$ cat src/rtl/card_reader.sv
// card_reader: reads one equation card from the punch-card ROM, row by row,
// and converts the four decimal fields (x, y, z, b) to binary.
//
// Ports:
//   clk, rst       clock, synchronous active-high reset
//   start          begin a read (sampled in IDLE only)
//   card_sel       card to read, 1..3 valid, 0 illegal
//   card_slt       latched card select to the ROM
//   mask           ROM mask select, always 0
//   card_addr      ROM row address
//   card_in        ROM row data, combinational from card_slt/card_addr
//   busy           high while rows are being read
//   done           one-cycle completion pulse
//   err            error status, valid with done, held until next done
//   coef_x/y/z/b   converted binary values, held until next done
module card_reader #(
    parameter int CARD_ROWS = 15,
    parameter int ACC_W     = 50
) (
    input  logic             clk,
    input  logic             rst,
    input  logic             start,
    input  logic [1:0]       card_sel,
    output logic [1:0]       card_slt,
    output logic             mask,
    output logic [3:0]       card_addr,
    input  logic [19:0]      card_in,
    output logic             busy,
    output logic             done,
    output logic             err,
    output logic [ACC_W-1:0] coef_x,
    output logic [ACC_W-1:0] coef_y,
    output logic [ACC_W-1:0] coef_z,
    output logic [ACC_W-1:0] coef_b
);

    typedef enum logic [1:0] {
        IDLE,
        READ,
        FINISH
    } state_t;

    localparam logic [3:0] LAST_ADDR = 4'(CARD_ROWS - 1);

    state_t state, state_n;

    // Field index 0..3 = x, y, z, b; field i sits at card_in[16-4*i +: 4].
    logic [3:0][ACC_W-1:0] acc, acc_n;
    logic [3:0]            act, act_n;
    logic                  errf, errf_n;
    logic [3:0]            nib;

    assign mask = 1'b0;
    assign busy = (state == READ);

    always_ff @(posedge clk) begin
        if (rst) begin
            state <= IDLE;
        end else begin
            state <= state_n;
        end
    end

    always_comb begin
        state_n = state;
        acc_n   = acc;
        act_n   = act;
        errf_n  = errf;
        nib     = 4'h0;
        unique case (state)
            IDLE: begin
                if (start) begin
                    acc_n = '0;
                    if (card_sel != 2'd0) begin
                        act_n   = 4'hF;
                        errf_n  = 1'b0;
                        state_n = READ;
                    end else begin
                        act_n   = 4'h0;
                        errf_n  = 1'b1;
                        state_n = FINISH;
                    end
                end
            end
            READ: begin
                for (int i = 0; i < 4; i++) begin
                    nib = card_in[16-4*i +: 4];
                    if (act[i]) begin
                        if (nib <= 4'd9) begin
                            // acc*10 as (acc<<3)+(acc<<1)
                            acc_n[i] = (acc[i] << 3) + (acc[i] << 1)
                                     + ACC_W'(nib);
                        end else begin
                            act_n[i] = 1'b0;
                            if (nib != 4'hF) begin
                                errf_n = 1'b1;
                            end
                        end
                    end
                end
                if (act_n == 4'h0 || card_addr == LAST_ADDR) begin
                    state_n = FINISH;
                end
            end
            FINISH: begin
                state_n = IDLE;
            end
            default: begin
                state_n = IDLE;
            end
        endcase
    end

    always_ff @(posedge clk) begin
        if (rst) begin
            acc       <= '0;
            act       <= '0;
            errf      <= 1'b0;
            card_addr <= 4'd0;
            card_slt  <= 2'd0;
            done      <= 1'b0;
            err       <= 1'b0;
            coef_x    <= '0;
            coef_y    <= '0;
            coef_z    <= '0;
            coef_b    <= '0;
        end else begin
            acc  <= acc_n;
            act  <= act_n;
            errf <= errf_n;
            done <= (state == FINISH);
            if (state == IDLE && start && card_sel != 2'd0) begin
                card_slt <= card_sel;
            end
            if (state == READ && state_n == READ) begin
                card_addr <= card_addr + 4'd1;
            end else if (state == FINISH) begin
                card_addr <= 4'd0;
            end
            // Results are captured on the edge that enters FINISH, so the
            // final row's contribution comes from the next-state values.
            if (state != FINISH && state_n == FINISH) begin
                coef_x <= acc_n[0];
                coef_y <= acc_n[1];
                coef_z <= acc_n[2];
                coef_b <= acc_n[3];
                err    <= errf_n;
            end
        end
    end

endmodule

$ cat config.mk
export PLATFORM = sky130hd
export DESIGN_NAME = card_reader
export DESIGN_NICKNAME = d
export VERILOG_FILES = /design/src/rtl/card_reader.sv
export SDC_FILE = /design/constraint.sdc
export NUM_CORES = 1
export LEC_CHECK = 0
export ABC_CLOCK_PERIOD_IN_PS = 5320
export CORE_UTILIZATION = 50
export DETAILED_ROUTE_END_ITERATION = 16
export MAX_ROUTING_LAYER = met4
export PLACE_DENSITY_LB_ADDON = 0.2
export RECOVER_POWER = 100
export SLEW_MARGIN = 30
export SYNTH_ARGS = -nofsm -noshare
export SYNTH_HDL_FRONTEND = slang
export SYNTH_SLANG_ARGS = --single-unit
$ cat constraint.sdc
create_clock -name clk -period 5.32 [get_ports clk]
set_input_delay 1.064 -clock clk [delete_from_list [all_inputs] [get_ports clk]]
set_output_delay 1.064 -clock clk [all_outputs]
set_load 0.02 [all_outputs]
* After elaboration in Yosys (flattened, before gate mapping)
Cells that the tools add are included.
Operators by class: add/subtract/negate cells 9, bitwise logic cells 0, equality and inequality tests 11, magnitude comparators 4, divide/modulo/power cells 0, mux-type cells 46, multiply operators 0, shifts and indexed selects 0, reductions and logical operators 11
Operator list (number):
- $mux W50 | 8
- $pmux W200 S2 | 1
- $add A50 B4 Y50 | 4
- $add A50 B50 Y50 | 4
- $mux W200 | 1
- $mux W1 | 26
- $le A4 B4 Y1 const B | 4
- $mux W4 | 4
- $ne A4 B4 Y1 const B | 4
- $pmux W4 S2 | 1
- $mux W2 | 3
- $reduce_bool A2 Y1 | 3
- $add A4 B1 Y4 const B | 1
- $eq A2 B1 Y1 const B | 2
- $eq A2 B2 Y1 const B | 2
- $eq A4 B4 Y1 const B | 1
- $logic_and A1 B1 Y1 | 4
- $logic_not A4 Y1 | 1
- $ne A2 B2 Y1 const B | 2
- $pmux W2 S2 | 1
- $logic_not A2 Y1 | 1
- $pmux W1 S2 | 1
- $reduce_and A2 Y1 | 1
- $logic_or A1 B1 Y1 | 1
Word-level totals: latch bits 0, bits in registers 415, output and inout port bits 210, memories 0, memory bits (writable) 0, logic and storage cells 96, bits in read-only memories 0, input bits 25

* Longest topological paths before layout
depth in word-level cells 14, mapped depth 14, mapped depth without buffers 14

* Least setup slack after synthesis
OpenSTA, ideal clock, no wires.
kind input to register, from input card_in[19], to register coef_x[47], stages 14, data required time 5.191 ns, slack 1.216 ns, buffers on the path 0, arrival time 3.975 ns, library setup time 0.129 ns, cell sequence inv_1 > fa_1 > inv_1 > ha_1 > a211o_1 > a211o_1 > and3b_4 > nor4_4 > o31ai_4 > a31oi_4 > o41ai_2 > xor2_1 > a22oi_2 > a21oi_2
On the way: longest elaborated chain between the ends 10, elaborated cells between the ends (all ways) 14, classes of those cells add/sub: 1; order compare: 1; eq/ne: 1; mux: 8; reduce/logical: 3
RTL lines:
- from (decl) | line 27 | input logic [19:0] card_in,
- $le A4 B4 Y1 | line 89 | if (nib <= 4'd9) begin
- $mux W1 | line 89
- $mux W1 | line 88 | if (act[i]) begin
- $mux W1 | line 70 | unique case (state)
- $logic_not A4 Y1 | line 101 | if (act_n == 4'h0 || card_addr == LAST_ADDR) begin
- $logic_or A1 B1 Y1 | line 101
- $mux W2 | line 101
- $pmux W2 S2 | line 70
- $eq A2 B2 Y1 | line 142 | if (state != FINISH && state_n == FINISH) begin
- $logic_and A1 B1 Y1 | line 142
- to (signal assigned) | line 143 | coef_x <= acc_n[0];
- to (decl) | line 31 | output logic [ACC_W-1:0] coef_x,
Several ways; a longest one is shown, not always the timed one. The select of a mux whose other input is x is not followed. A chain may end at the register's enable or synchronous reset.

* Worst setup path in the final report
from input card_in[7], to register acc[189] (netlist name)
On the way: longest elaborated chain between the ends 4, elaborated cells between the ends (all ways) 5, classes of those cells add/sub: 1; order compare: 1; mux: 3
RTL lines:
- $add A50 B4 Y50 or $le A4 B4 Y1 (tied branches) | line 92, 89
- $mux W50 * | line 89
- $mux W50 * | line 88
- $pmux W200 S2 * | line 70
- to (signal assigned) | line 128 | acc <= acc_n;
- to (decl) | line 48 | logic [3:0][ACC_W-1:0] acc, acc_n;
Every way passes the cells marked *; elsewhere a longest branch is shown, timed or not.

==> results.md <==
* Status: finished, violations left
* Violated checks: capacitance limit, slew limit
* CTS tree: built
* CP bufs+invs at 3
* WP depth at 15
* Hold_buf cts at 0
* First-pass GRT wire length at 123,800 microns
* Synth cell types at 88
* Clock skew at 0.02642 ns
* Clock network fraction of total power at 42.3%
* Port-buffer cells at 229
* Post-CTS setup buffer count at 0
* Clk buf depth at 3
* Ys flop type: dfxtp_1
* Pint at 5525 uW
* Worst-Margin Slew at 2.504 ns
* Post-synthesis sequential area ratio at 30.34%
* Routed WL per cell at 18.23 microns
* Peak supply drop at 0.2666 mV
* Mapped Nets at 3,719
* Arr. time, crit path at 5.19 ns
* Post-Syn Instances at 3,308
* Post-DP HPWL at 57,020 microns
* Design area at 31,480 sq um
* Drt total wl at 75,520 microns
* Max-Cap Viols at 5
* Critical Path Source Type: primary input
* Layout area overhead at 14.96%
* Root Driver: clkbuf_16
* PD cells at 243.8 nW/um^2
* Sequential power share at 44.1%
* R2R depth at 6
* Psw at 2150 uW
* Required time worst endpoint at 5.70 ns
* Minimum clock period at 4.808 ns
* GRT Total Usage at 27.46%
* Synth async-reset ratio at 0%
* Worst-skew pair later-pin latency at 0.59 ns
* Comb pwr share at 13.6%
* Hold-critical path depth at 2
* EDFF count, synth at 0
* Leak at 0.01464 uW
* Slew HR at -66.90%
* First drt pass iteration count at 5
* Initial DRC count at 1,244
* Post-DRT Antenna Nets at 0
* Post-synthesis cell area at 27,380 sq um
* Critical-path cell list: dlygate4sd3_1 -> inv_1 -> fa_1 -> inv_1 -> ha_1 -> a211oi_1 -> o21ai_0 -> a21oi_1 -> or4_1 -> and2_0 -> o21ai_0 -> a31oi_1 -> xnor2_1 -> a22oi_1 -> nor2_1
* IO Pins at 235
* Post-Place Worst Slack at 0.2314 ns
* Num rows at 85
* Placed inst area at 30,070 sq um
* Unrepaired setup endpoints after global routing: false
* Final Non-Filler Cells at 4,143
* Largest net degree at the start of global routing at 209
* Syn. warnings at 0
* Setup CP Type: in2reg
* Nets at 3,821
* Final Hold Vio Count at 0
* Die W at 236.0 microns
* Die height at 236.0 microns
* Via density at 5.951
* Mean Syn Cell Area at 8.277 sq um
* Sw Ratio at 28.01%
* Initial antenna violation count at 1
* Worst Slack Setup Final at 0.5119 ns
* Core ar. at 53,920 sq um
* CTS Sinks at 415
* Tcrit/Tclk final at 90.38%
* Slowest-stage cell, CP: dlygate4sd3_1
* Reg clk slew, reported paths at 0.06 ns
* GP Congestion at 0.9252
* Maximum clock rate at 0.2080 GHz
* H-tree Lvls at 2
* Grt total ovfl at 0
* Layout cells sized above 1 at 3.918%
* # setup viols final at 0
* CP max FO at 3
* Pwr Total at 7675 uW
* Setup_tns at 0 ns
* Vias in the first global route at 24,128
* CTS-repair resized insts at 0
* CTS buffer count at 45
* Cells after DPL at 4,059
* Starting Density at 50.78%
* Worst hold path class: reg2reg
* DRC Markers at 0
* Critical path endpoint category: flop
* Die footprint at 55,700 sq um
* Vias after detailed routing at 24,654
* Max Slew Vio Count at 407
* Crit path max-delay family: compound AO/OA/AOI/OAI gates
* Slowest stage delay, CP at 0.59 ns
* Seq cells post-synth at 415
per-layer routing:
| metal | global-route usage (%) | part of all wire [%] | vias to the layer above |
|---|---|---|---|
| met5 | - | 0 | - |
| met4 | 7.823 | 2.8 | 0 |
| met3 | 4.037 | 4.6 | 128 |
| met2 | 44.75 | 46 | 475 |
| met1 | 35.22 | 47 | 11658 |
| li1 | - | - | 12393 |
registers in the layout, indices dropped and copies added (netlist names):
signal     flops
act            4
coef_x        50
err            1
coef_b        50
coef_y        50
done           1
card_addr      4
acc          200
card_slt       2
errf           1
state          2
coef_z        50
worst paths after layout:
kind | from | to | slack (ns)
worst min register to register | card_slt[0]$_SDFFE_PP0P_ | card_slt[0]$_SDFFE_PP0P_ | 0.47
worst min-delay path | card_slt[0]$_SDFFE_PP0P_ | card_slt[0]$_SDFFE_PP0P_ | 0.47
worst max register to register | state[0]$_SDFF_PP0_ | coef_y[41]$_SDFFE_PP0P_ | 1.04
worst max-delay path | card_in[7] | acc[189]$_SDFF_PP0_ | 0.51
logic make-up (layout without fill, tap and decap cells):
kind of cell	after synthesis	after routing	synth area share (%)
AO/OA/AOI/OAI	1159	1159	27.65
AND/OR/NAND/NOR	888	888	14.29
flip-flops	415	415	30.34
adder cells (fa/ha/maj)	386	386	17.86
buffers and inverters	283	421	4.181
XOR/XNOR	170	170	5.438
multiplexers	6	6	0.2194
other	1	2	0.01370
power groups by stage:
stage / sequential (uW) / combinational, uW / clock, uW
2_1_floorplan: 3630 / 424 / 0
6_report: 3380 / 1040 / 3250
4_1_cts: 3390 / 1110 / 3330
3_3_place_gp: 3450 / 1090 / 0
5_1_grt: 3400 / 1120 / 3460
3_5_place_dp: 3460 / 1110 / 0
layout by cell type, fill, tap and decap left out, types with 10 or more instances in the layout:
cell and n:
xnor2_1 107, a31oi_1 40, o21bai_1 32, a211oi_1 124
a32oi_1 14, dlygate4sd3_1 214, xor2_1 63, o21a_1 21
a21boi_0 12, nor2_1 431, dfxtp_1 415, a21o_1 101
clkbuf_1 21, nand2b_1 19, and3_1 19, nand3_1 50
a21oi_1 311, nand2_1 197, nor3_1 35, nand4_1 52
and2_0 10, o211ai_1 14, buf_4 11, and2_1 11
o21ai_0 210, or3_1 12, inv_1 74, clkdlybuf4s50_1 14
ha_1 378, o31ai_1 12, clkbuf_16 46, nor2b_1 20
a22oi_1 164
cell usage after synthesis, types with 5 or more instances:
| cell | instances | area share, % |
|---|---|---|
| nor2_1 | 434 | 5.9 |
| dfxtp_1 | 415 | 30 |
| ha_1 | 378 | 17 |
| a21oi_1 | 312 | 5.7 |
| o21ai_0 | 206 | 3.8 |
| nand2_1 | 197 | 2.7 |
| clkbuf_1 | 175 | 2.4 |
| a22oi_1 | 164 | 4.5 |
| a211oi_1 | 124 | 3.4 |
| xnor2_1 | 107 | 3.4 |
| a21o_1 | 101 | 2.8 |
| inv_1 | 75 | 1.0 |
| xor2_1 | 63 | 2.0 |
| nand4_1 | 52 | 1.2 |
| nand3_1 | 50 | 0.91 |
| a31oi_1 | 39 | 0.89 |
| nor3_1 | 35 | 0.64 |
| o21bai_1 | 32 | 0.88 |
| and2_1 | 21 | 0.48 |
| o21a_1 | 21 | 0.58 |
| nor2b_1 | 20 | 0.46 |
| and3_1 | 19 | 0.43 |
| nand2b_1 | 19 | 0.43 |
| a32oi_1 | 14 | 0.45 |
| o211ai_1 | 14 | 0.38 |
| buf_2 | 12 | 0.22 |
| or3_1 | 12 | 0.27 |
| o31ai_1 | 11 | 0.30 |
| a41oi_1 | 9 | 0.29 |
| o21ai_1 | 9 | 0.16 |
| a21boi_0 | 8 | 0.22 |
| buf_1 | 8 | 0.11 |
| fa_1 | 8 | 0.58 |
| o221ai_1 | 8 | 0.26 |
| a221oi_1 | 7 | 0.22 |
| a22o_1 | 7 | 0.22 |
| a211o_1 | 6 | 0.19 |
| mux2i_1 | 6 | 0.22 |
| o31a_1 | 6 | 0.19 |
| a21oi_2 | 5 | 0.16 |
| nor4_1 | 5 | 0.11 |
| or2_2 | 5 | 0.11 |
tightest hold or removal path: cells and delay by family, from the launching register on:
family	cells	cell delay, ns
AO/OA/AOI/OAI	1	0.05
flip-flops	1	0.31
AND/OR/NAND/NOR	1	0.05
through the flow:
stage	hold slack (ns)	utilization (%)
floorplan	0.4569	-
global placement	0.4540	55.72
finish	0.4662	58.37
global route	0.4881	58.37
detailed placement	0.4606	55.77
CTS	0.4739	58.61
final cells by class:
type,count,area [sq um]
flip-flops and latches,415,8308
repair buffers,262,2564
inverters,76,286.5
multi-input cells,2610,17910
well taps,696,870.8
clock buffers,59,1250
fillers,4936,22450
diodes,1,2.502
clock inverters,24,280.3
(Power assumes the default switching activity.)
